==> src/rtl/card_match_judge_if.sv <==
// Bundles the map-load, flip-request and game-status signals of card_match_judge.
// The master drives map and flips; the slave (the judge) returns acks, masks and counters.
`default_nettype none

interface card_match_judge_if #(
  parameter int MOVES_W = 8
);
  logic               map_load_i;
  logic [0:47]        map_in_i;
  logic               flip_req_i;
  logic [3:0]         flip_idx_i;
  logic               flip_ack_o;
  logic               flip_rej_o;
  logic [2:0]         card_val_o;
  logic [15:0]        face_up_o;
  logic [15:0]        matched_o;
  logic               match_pulse_o;
  logic               miss_pulse_o;
  logic [3:0]         pairs_found_o;
  logic [MOVES_W-1:0] moves_o;
  logic               busy_o;
  logic               game_won_o;

  modport master (
    output map_load_i, map_in_i, flip_req_i, flip_idx_i,
    input  flip_ack_o, flip_rej_o, card_val_o, face_up_o, matched_o,
           match_pulse_o, miss_pulse_o, pairs_found_o, moves_o, busy_o, game_won_o
  );

  modport slave (
    input  map_load_i, map_in_i, flip_req_i, flip_idx_i,
    output flip_ack_o, flip_rej_o, card_val_o, face_up_o, matched_o,
           match_pulse_o, miss_pulse_o, pairs_found_o, moves_o, busy_o, game_won_o
  );
endinterface

`default_nettype wire

==> src/rtl/card_match_judge.sv <==
//------------------------------------------------------------------------------
// Module   : card_match_judge
// Brief    : Memory-game judge: latches the card map, pairs flips, scores matches.
// Revision : 1.0
//------------------------------------------------------------------------------
`default_nettype none

module card_match_judge #(
  parameter int SHOW_CYCLES = 50000000,
  parameter int MOVES_W     = 8
) (
  input  wire logic          clk,
  input  wire logic          resetn,
  card_match_judge_if.slave  bus
);

  localparam int TIMER_W = (SHOW_CYCLES > 1) ? $clog2(SHOW_CYCLES) : 1;

  typedef enum logic [2:0] {
    S_IDLE    = 3'd0,
    S_WAIT1   = 3'd1,
    S_WAIT2   = 3'd2,
    S_COMPARE = 3'd3,
    S_SHOW    = 3'd4,
    S_WON     = 3'd5
  } state_t;

  state_t             state_q, state_d;
  logic [0:47]        map_q, map_d;
  logic [15:0]        face_up_q, face_up_d;
  logic [15:0]        matched_q, matched_d;
  logic [3:0]         pairs_q, pairs_d;
  logic [MOVES_W-1:0] moves_q, moves_d;
  logic [TIMER_W-1:0] timer_q, timer_d;
  logic [2:0]         card_val_q, card_val_d;
  logic [3:0]         idx1_q, idx1_d;
  logic [3:0]         idx2_q, idx2_d;
  logic               ack_q, ack_d;
  logic               rej_q, rej_d;
  logic               match_q, match_d;
  logic               miss_q, miss_d;
  logic               flip_ok;

  // Card i occupies map bits [3*i +: 3] of the ascending-range map.
  function automatic logic [2:0] card_of(input logic [0:47] m, input logic [3:0] i);
    logic [5:0] off;
    off = 6'(i) * 6'd3;
    return m[off +: 3];
  endfunction

  assign flip_ok = bus.flip_req_i && ((state_q == S_WAIT1) || (state_q == S_WAIT2))
                   && !face_up_q[bus.flip_idx_i];

  always_ff @(posedge clk) begin
    if (!resetn) begin
      state_q    <= S_IDLE;
      map_q      <= '0;
      face_up_q  <= '0;
      matched_q  <= '0;
      pairs_q    <= '0;
      moves_q    <= '0;
      timer_q    <= '0;
      card_val_q <= '0;
      idx1_q     <= '0;
      idx2_q     <= '0;
      ack_q      <= 1'b0;
      rej_q      <= 1'b0;
      match_q    <= 1'b0;
      miss_q     <= 1'b0;
    end else begin
      state_q    <= state_d;
      map_q      <= map_d;
      face_up_q  <= face_up_d;
      matched_q  <= matched_d;
      pairs_q    <= pairs_d;
      moves_q    <= moves_d;
      timer_q    <= timer_d;
      card_val_q <= card_val_d;
      idx1_q     <= idx1_d;
      idx2_q     <= idx2_d;
      ack_q      <= ack_d;
      rej_q      <= rej_d;
      match_q    <= match_d;
      miss_q     <= miss_d;
    end
  end

  always_comb begin
    state_d    = state_q;
    map_d      = map_q;
    face_up_d  = face_up_q;
    matched_d  = matched_q;
    pairs_d    = pairs_q;
    moves_d    = moves_q;
    timer_d    = timer_q;
    card_val_d = card_val_q;
    idx1_d     = idx1_q;
    idx2_d     = idx2_q;
    ack_d      = 1'b0;
    rej_d      = 1'b0;
    match_d    = 1'b0;
    miss_d     = 1'b0;

    if (bus.map_load_i) begin
      // A new map restarts the game from any state and swallows a same-cycle flip.
      state_d    = S_WAIT1;
      map_d      = bus.map_in_i;
      face_up_d  = '0;
      matched_d  = '0;
      pairs_d    = '0;
      moves_d    = '0;
      timer_d    = '0;
      card_val_d = '0;
    end else begin
      if (flip_ok) begin
        ack_d                        = 1'b1;
        face_up_d[bus.flip_idx_i]    = 1'b1;
        card_val_d                   = card_of(map_q, bus.flip_idx_i);
        if (state_q == S_WAIT1) begin
          idx1_d  = bus.flip_idx_i;
          state_d = S_WAIT2;
        end else begin
          idx2_d  = bus.flip_idx_i;
          state_d = S_COMPARE;
        end
      end else if (bus.flip_req_i) begin
        rej_d = 1'b1;
      end

      case (state_q)
        S_COMPARE: begin
          if (moves_q != '1) moves_d = moves_q + MOVES_W'(1);
          if (card_of(map_q, idx1_q) == card_of(map_q, idx2_q)) begin
            match_d           = 1'b1;
            matched_d[idx1_q] = 1'b1;
            matched_d[idx2_q] = 1'b1;
            pairs_d           = pairs_q + 4'd1;
            state_d           = (pairs_q == 4'd7) ? S_WON : S_WAIT1;
          end else begin
            miss_d  = 1'b1;
            timer_d = TIMER_W'(SHOW_CYCLES - 1);
            state_d = S_SHOW;
          end
        end
        S_SHOW: begin
          if (timer_q == '0) begin
            face_up_d[idx1_q] = 1'b0;
            face_up_d[idx2_q] = 1'b0;
            state_d           = S_WAIT1;
          end else begin
            timer_d = timer_q - TIMER_W'(1);
          end
        end
        default: ;
      endcase
    end
  end

  assign bus.flip_ack_o    = ack_q;
  assign bus.flip_rej_o    = rej_q;
  assign bus.card_val_o    = card_val_q;
  assign bus.face_up_o     = face_up_q;
  assign bus.matched_o     = matched_q;
  assign bus.match_pulse_o = match_q;
  assign bus.miss_pulse_o  = miss_q;
  assign bus.pairs_found_o = pairs_q;
  assign bus.moves_o       = moves_q;
  assign bus.busy_o        = (state_q == S_COMPARE) || (state_q == S_SHOW);
  assign bus.game_won_o    = (state_q == S_WON);

endmodule

`default_nettype wire

==> src/flat_wrapper.sv <==
// flat-port wrapper written by rule: the top's interface ports become plain ports
module card_match_judge_flat 
#(
  parameter int SHOW_CYCLES = 50000000,
  parameter int MOVES_W     = 8
)
  (clk, resetn, bus_map_load_i, bus_map_in_i, bus_flip_req_i, bus_flip_idx_i, bus_flip_ack_o, bus_flip_rej_o, bus_card_val_o, bus_face_up_o, bus_matched_o, bus_match_pulse_o, bus_miss_pulse_o, bus_pairs_found_o, bus_moves_o, bus_busy_o, bus_game_won_o);
  card_match_judge_if #(.MOVES_W(MOVES_W)) bus_i ();
  input  wire logic clk;
  input  wire logic resetn;
  input wire logic [$bits(bus_i.map_load_i)-1:0] bus_map_load_i;
  input wire logic [$bits(bus_i.map_in_i)-1:0] bus_map_in_i;
  input wire logic [$bits(bus_i.flip_req_i)-1:0] bus_flip_req_i;
  input wire logic [$bits(bus_i.flip_idx_i)-1:0] bus_flip_idx_i;
  output wire logic [$bits(bus_i.flip_ack_o)-1:0] bus_flip_ack_o;
  output wire logic [$bits(bus_i.flip_rej_o)-1:0] bus_flip_rej_o;
  output wire logic [$bits(bus_i.card_val_o)-1:0] bus_card_val_o;
  output wire logic [$bits(bus_i.face_up_o)-1:0] bus_face_up_o;
  output wire logic [$bits(bus_i.matched_o)-1:0] bus_matched_o;
  output wire logic [$bits(bus_i.match_pulse_o)-1:0] bus_match_pulse_o;
  output wire logic [$bits(bus_i.miss_pulse_o)-1:0] bus_miss_pulse_o;
  output wire logic [$bits(bus_i.pairs_found_o)-1:0] bus_pairs_found_o;
  output wire logic [$bits(bus_i.moves_o)-1:0] bus_moves_o;
  output wire logic [$bits(bus_i.busy_o)-1:0] bus_busy_o;
  output wire logic [$bits(bus_i.game_won_o)-1:0] bus_game_won_o;
  assign bus_i.map_load_i = bus_map_load_i;
  assign bus_i.map_in_i = bus_map_in_i;
  assign bus_i.flip_req_i = bus_flip_req_i;
  assign bus_i.flip_idx_i = bus_flip_idx_i;
  assign bus_flip_ack_o = bus_i.flip_ack_o;
  assign bus_flip_rej_o = bus_i.flip_rej_o;
  assign bus_card_val_o = bus_i.card_val_o;
  assign bus_face_up_o = bus_i.face_up_o;
  assign bus_matched_o = bus_i.matched_o;
  assign bus_match_pulse_o = bus_i.match_pulse_o;
  assign bus_miss_pulse_o = bus_i.miss_pulse_o;
  assign bus_pairs_found_o = bus_i.pairs_found_o;
  assign bus_moves_o = bus_i.moves_o;
  assign bus_busy_o = bus_i.busy_o;
  assign bus_game_won_o = bus_i.game_won_o;
  card_match_judge #(.SHOW_CYCLES(SHOW_CYCLES), .MOVES_W(MOVES_W)) u_core (.clk(clk), .resetn(resetn), .bus(bus_i));
endmodule
==> config.mk <==
export PLATFORM = sky130hd
export DESIGN_NAME = card_match_judge_flat
export DESIGN_NICKNAME = d
export VERILOG_FILES = /design/src/rtl/card_match_judge_if.sv /design/src/rtl/card_match_judge.sv /design/src/flat_wrapper.sv
export SDC_FILE = /design/constraint.sdc
export NUM_CORES = 1
export LEC_CHECK = 0
export BUFFER_PORTS_ARGS = -buffer_cell sky130_fd_sc_hd__buf_2
export CAP_MARGIN = 15
export CORE_MARGIN = 10
export CORE_UTILIZATION = 35
export CTS_CLUSTER_DIAMETER = 50
export CTS_CLUSTER_SIZE = 24
export DETAILED_ROUTE_END_ITERATION = 10
export PLACE_DENSITY = 0.56
export SLEW_MARGIN = 5
export SYNTH_ARGS = -nofsm -noshare
export SYNTH_HDL_FRONTEND = slang
export SYNTH_SLANG_ARGS = --single-unit
==> constraint.sdc <==
create_clock -name clk -period 3.85 [get_ports clk]
set_input_delay 0.1925 -clock clk [delete_from_list [all_inputs] [get_ports clk]]
set_output_delay 0.1925 -clock clk [all_outputs]
set_load 0.02 [all_outputs]
-- Yosys cells after proc, flatten, opt, wreduce, memory -nomap -nowiden
Cells that the tools add are included.
- flip-flop bits (word level): 136
- input port bits: 56
- output and inout port bits: 53
- logic and storage cells: 98
- $add $sub $neg: 3
- $mul: 3
- $lt $le $gt $ge: 6
- eq/ne operators: 10
- shifts and indexed selects: 3
- mux-type cells: 26
- bitwise operators: 14
- reduce and logical (&&, ||, !) cells: 18
- operators by type and width (operator ; number):
    $shiftx A48 B7 Y49 ; 3
    $mux W16 ; 4
    $mux W26 ; 2
    $pmux W26 S2 ; 1
    $or A16 B16 Y16 ; 3
    $and A16 B16 Y16 ; 2
    $not A16 Y16 ; 2
    $logic_not A26 Y1 ; 1
    $sub A26 B1 Y26 const B ; 1
    $not A6 Y7 ; 3
    $mul A4 B2 Y6 const B ; 3
    $lt A4 B5 Y1 const B ; 3
    $demux W1 S4 ; 3
    $ge A4 B1 Y1 const B ; 3
    $mux W3 ; 4
    $mux W1 ; 10
    $reduce_and A3 Y1 ; 3
    $add A8 B1 Y8 const B ; 1
    $ne A8 B8 Y1 const B ; 1
    $eq A3 B2 Y1 const B ; 2
    $eq A3 B3 Y1 const B ; 2
    $pmux W3 S2 ; 1
    $reduce_or A3 Y1 ; 2
    $logic_and A1 B1 Y1 ; 5
    other kinds (12) ; 18

-- Longest topological paths before layout
- depth in word-level cells: 11
- depth in mapped cells: 18
- depth with buffers taken out: 12

-- Worst setup path after synthesis
Ideal clock, no wire load.
- path kind: input -> register
- start point: input bus_flip_idx_i[0]
- end point: register u_core.card_val_q[1], in the netlist u_core.bus.card_val_o[1]
- library setup time: 0.116 ns
- arrival time: 3.836 ns
- required time: 3.734 ns
- setup slack: -0.102 ns
- cell stages on the path: 13
- path buffers: 6
- path through: clkbuf_1 buf_1 buf_2 inv_1 ha_1 clkbuf_1 buf_1 clkbuf_1 mux4_2 mux4_2 nand3_1 o211ai_1 o211a_1
- word-level cells in the longest chain between the ends: 4
- elaborated cells between the ends (all ways): 7
- those cells by class: mul (1); shift (1); mux (2); bitwise (1); reduce/logical (2)
- RTL lines (item ; line ; text):
    start: declaration ; flat_wrapper.sv:14 ; input wire logic [$bits(bus_i.flip_idx_i)-1:0] bus_flip_idx_i;
    parallel branches: the longest is 4 deep, another holds $mul A4 B2 Y6 ; -- ;
    end signal: assignment ; card_match_judge.sv:78 ; card_val_q <= card_val_d;
    end: declaration ; card_match_judge.sv:35 ; logic [2:0] card_val_q, card_val_d;
Parallel ways; which one is timed is not known. The select of a mux whose other input is x is not followed.
A chain may end at the register's enable or synchronous reset.

-- Final worst setup path
- start point: register u_core.idx2_q[1]
- end point: register u_core.timer_q[5]
- word-level cells in the longest chain between the ends: 6
- RTL lines (item ; line ; text):
    start: declaration ; card_match_judge.sv:37 ; logic [3:0] idx2_q, idx2_d;
    start signal: assignment ; card_match_judge.sv:80 ; idx2_q <= idx2_d;
    $mul A4 B2 Y6 ; card_match_judge.sv:47 ; off = 6'(i) * 6'd3;
    $not A6 Y7 (implied by the code) ; card_match_judge.sv:48 ; return m[off +: 3];
    $shiftx A48 B7 Y49 ; card_match_judge.sv:48 ;
    $eq A3 B3 Y1 ; card_match_judge.sv:133 ; if (card_of(map_q, idx1_q) == card_of(map_q, idx2_q)) begin
    $ne A2 B2 Y1 (no line) ; -- ;
    $reduce_and A3 Y1 (no line) ; -- ;
    end signal: assignment ; card_match_judge.sv:77 ; timer_q <= timer_d;
    end: declaration ; card_match_judge.sv:34 ; logic [TIMER_W-1:0] timer_q, timer_d;
No other way between the ends.

==> results.json <==
{
  "hp-start": "bus_map_in_i[34]",
  "htreeDepth": 4,
  "cts.sinks": 136,
  "ctsLongestPathBuffers": 2,
  "final_common_cell": "dfxtp_1",
  "synth_flop_cell": "dfxtp_1",
  "grt_pass1_wl_um": 49300,
  "tritoncts": "done",
  "numCtsBuffers": 17,
  "drv_cap": 0,
  "cp-end-kind": "register",
  "syn-mean-instance-area_sq_um": 10.2,
  "grt_antenna_before_repair": 1,
  "critical_path_class": "reg2reg",
  "start_util_pct": 35.7,
  "dp_cells": 1448,
  "reg2regPathDepth": 13,
  "drive_gt1_share_pct": 32.0,
  "setup_violations": 0,
  "ys_types": 62,
  "synth_seq_area_share_pct": 27.2,
  "gp_routability_congestion": 0.904,
  "synth_edf_count": 0,
  "ios": 109,
  "hold_class": "in2reg",
  "grt_pass1_vias": 8524,
  "die-height_um": 189,
  "r2r_slack_ns": 0.04,
  "rows": 61,
  "final_cell_count_no_fill": 1485,
  "final_hold_viol_count": 0,
  "path_clk_slew_ns": 0.07,
  "grt_max_degree": 47,
  "layout_common_cells": "dfxtp_1, buf_2, mux4_2",
  "core-area_sq_um": 28000,
  "io_buffers": 108,
  "die_area_sq_um": 35800,
  "period_needed_ns": 3.81,
  "post-dp-hpwl_um": 22300,
  "vias_per_cell": 5.79,
  "first_pass_iters": 5,
  "drc": 0,
  "period_share_pct": 98.9,
  "worst_pin_slew_ns": 1.12,
  "ys_ff_latch": 136,
  "fin_util_pct": 42.7,
  "fin_nets": 1185,
  "rsz0062_at_grt": "yes",
  "place_area_sq_um": 11100,
  "required_ns": 4.17,
  "track_usage_pct": 17.1,
  "wl_um": 30900,
  "nFillCells": 2764,
  "die_w_um": 189,
  "vias": 8597,
  "syn_inst": 983,
  "fin_area_sq_um": 12000,
  "p_leak_nw": 4.61,
  "cts-root-buf": "clkbuf_16",
  "worstPathArrival_ns": 4.13,
  "clk_latency_ns": 0.44,
  "wl_per_cell_um": 20.8,
  "rr_endpoint": "u_core.timer_q[5]",
  "crit_fanout": 6,
  "area_growth_pct": 19.5,
  "ys_warn_count": 0,
  "fmax_ghz": 0.263,
  "worstHoldPathCells": 3,
  "peakVddDrop_uv": 251,
  "report.final.slew_viol_count": 0,
  "r2r_start": "u_core.idx2_q[1]",
  "status": "complete, no violations",
  "grt-ovfl-total": 0,
  "holdPathEnd": "u_core.map_q[13]",
  "crit_path_start_kind": "register",
  "power_density_nw_per_um2": 335,
  "async_flop_share_pct": 0,
  "crit_start": "u_core.idx2_q[1]",
  "synth_area_sq_um": 10000,
  "relSlewSlack_pct": 24.8,
  "antenna_left": 0,
  "skew_ns": 0.0130,
  "syn_nets": 1075,
  "drt-initial-drc-count": 704
}
## cells by family after synthesis
logic type / share of synthesized area, %
DFF: 27.2
buffers and inverters: 4.30
adders and majority gates: 4.72
AOI/OAI and AO/OA: 13.1
xor gates and xnor gates: 1.84
muxes: 32.8
and+or+nand+nor: 16.0
## Yosys cell counts (11+ instances only)
cell        n  share of area, %
xnor2_1    13               1.1
nor2_1     48               1.8
buf_1      12              0.45
o31ai_2    16               2.0
nand3_1    35               1.7
dfxtp_1   136                27
clkbuf_1   40               1.5
o21ai_0    21               1.0
nor2b_1    60               3.7
nand2_1    53               2.0
a21oi_1    42               2.1
mux4_2    102                23
o211ai_1   11              0.82
a22oi_1    20               1.5
nor3_1     51               2.5
ha_1       33               4.1
mux2i_1    95               9.5
buf_2      17              0.85
inv_1      23              0.86
## repair_timing
item | in CTS | in global routing
hold buffers | 1 | 0
endpoints found under the hold margin | 1 | 0
buffers inserted | 3 | 0
gates resized for setup | 24 | 19
endpoints found under the setup margin | 46 | 46
pin swaps | 10 | 10
gates cloned | 1 | 0
## power by group
part	switching [mW]	internal, mW
registers	0.0921	1.45
clock network	0.738	0.990
logic	0.369	0.370
total	1.20	2.81
## worst max-delay path, cell delays in order, from the launching register on
cell	delay (ns)
dfxtp_4	0.37
buf_6	0.11
inv_4	0.03
fa_2	0.63
buf_12	0.15
mux4_2	0.49
mux4_2	0.53
and3_4	0.21
a311oi_2	0.20
xor2_1	0.26
and4_4	0.32
nor2_4	0.05
buf_6	0.12
o221a_1	0.23
## metal layers
layer	track usage, %	wire (um)	up-vias
met5	0	0	-
met4	4.76	472	0
met3	3.91	2170	31
met2	26.9	14300	340
met1	23.0	13900	4217
li1	-	-	4009
## metrics by stage
stage / setup slack [ns] / power [mW] / hold slack, ns / TNS [ns]
global placement: -0.0878 / 2.28 / 0.442 / -0.0878
detailed placement: -0.154 / 2.28 / 0.447 / -3.07
CTS: -0.0000386 / 4.03 / 0.00445 / -0.0000386
global route: -0.0638 / 4.18 / 0.0233 / -0.896
finish: 0.0440 / 4.01 / 0.0140 / 0
floorplan: 0.0127 / 2.05 / 0.306 / 0
## how the worst max path moves through the flow
stage	to	slack, ns	depth (start not counted)
6_report	u_core.timer_q[5]	0.04	13
2_1_floorplan	u_core.timer_q[24]	0.01	15
5_1_grt	u_core.timer_q[24]	-0.06	15
3_3_place_gp	u_core.timer_q[24]	-0.09	15
3_5_place_dp	u_core.timer_q[24]	-0.15	13
4_1_cts	u_core.bus.pairs_found_o[1]	-0.00004	15
## layout make-up
cell class | instances | area, sq um | area share (%)
diodes | 1 | 2.50 | 0.0209
clock buffers | 18 | 439 | 3.67
clock inverters | 14 | 164 | 1.37
inverters | 23 | 88.8 | 0.743
multi-input cells | 748 | 7000 | 58.5
flip-flops and latches | 136 | 2730 | 22.8
well taps | 378 | 473 | 3.95
repair buffers | 167 | 1070 | 8.91
## sequential cells by signal, summed over array words and instances (netlist names)
register / flops
u_core.bus.card_val_o: 3
u_core.bus.face_up_o: 16
u_core.bus.flip_ack_o: 1
u_core.bus.flip_rej_o: 1
u_core.bus.match_pulse_o: 1
u_core.bus.matched_o: 16
u_core.bus.miss_pulse_o: 1
u_core.bus.moves_o: 8
u_core.bus.pairs_found_o: 4
u_core.idx1_q: 4
u_core.idx2_q: 4
u_core.map_q: 48
u_core.state_q: 3
u_core.timer_q: 26
Note: power is estimated with default switching activity, not from simulation.
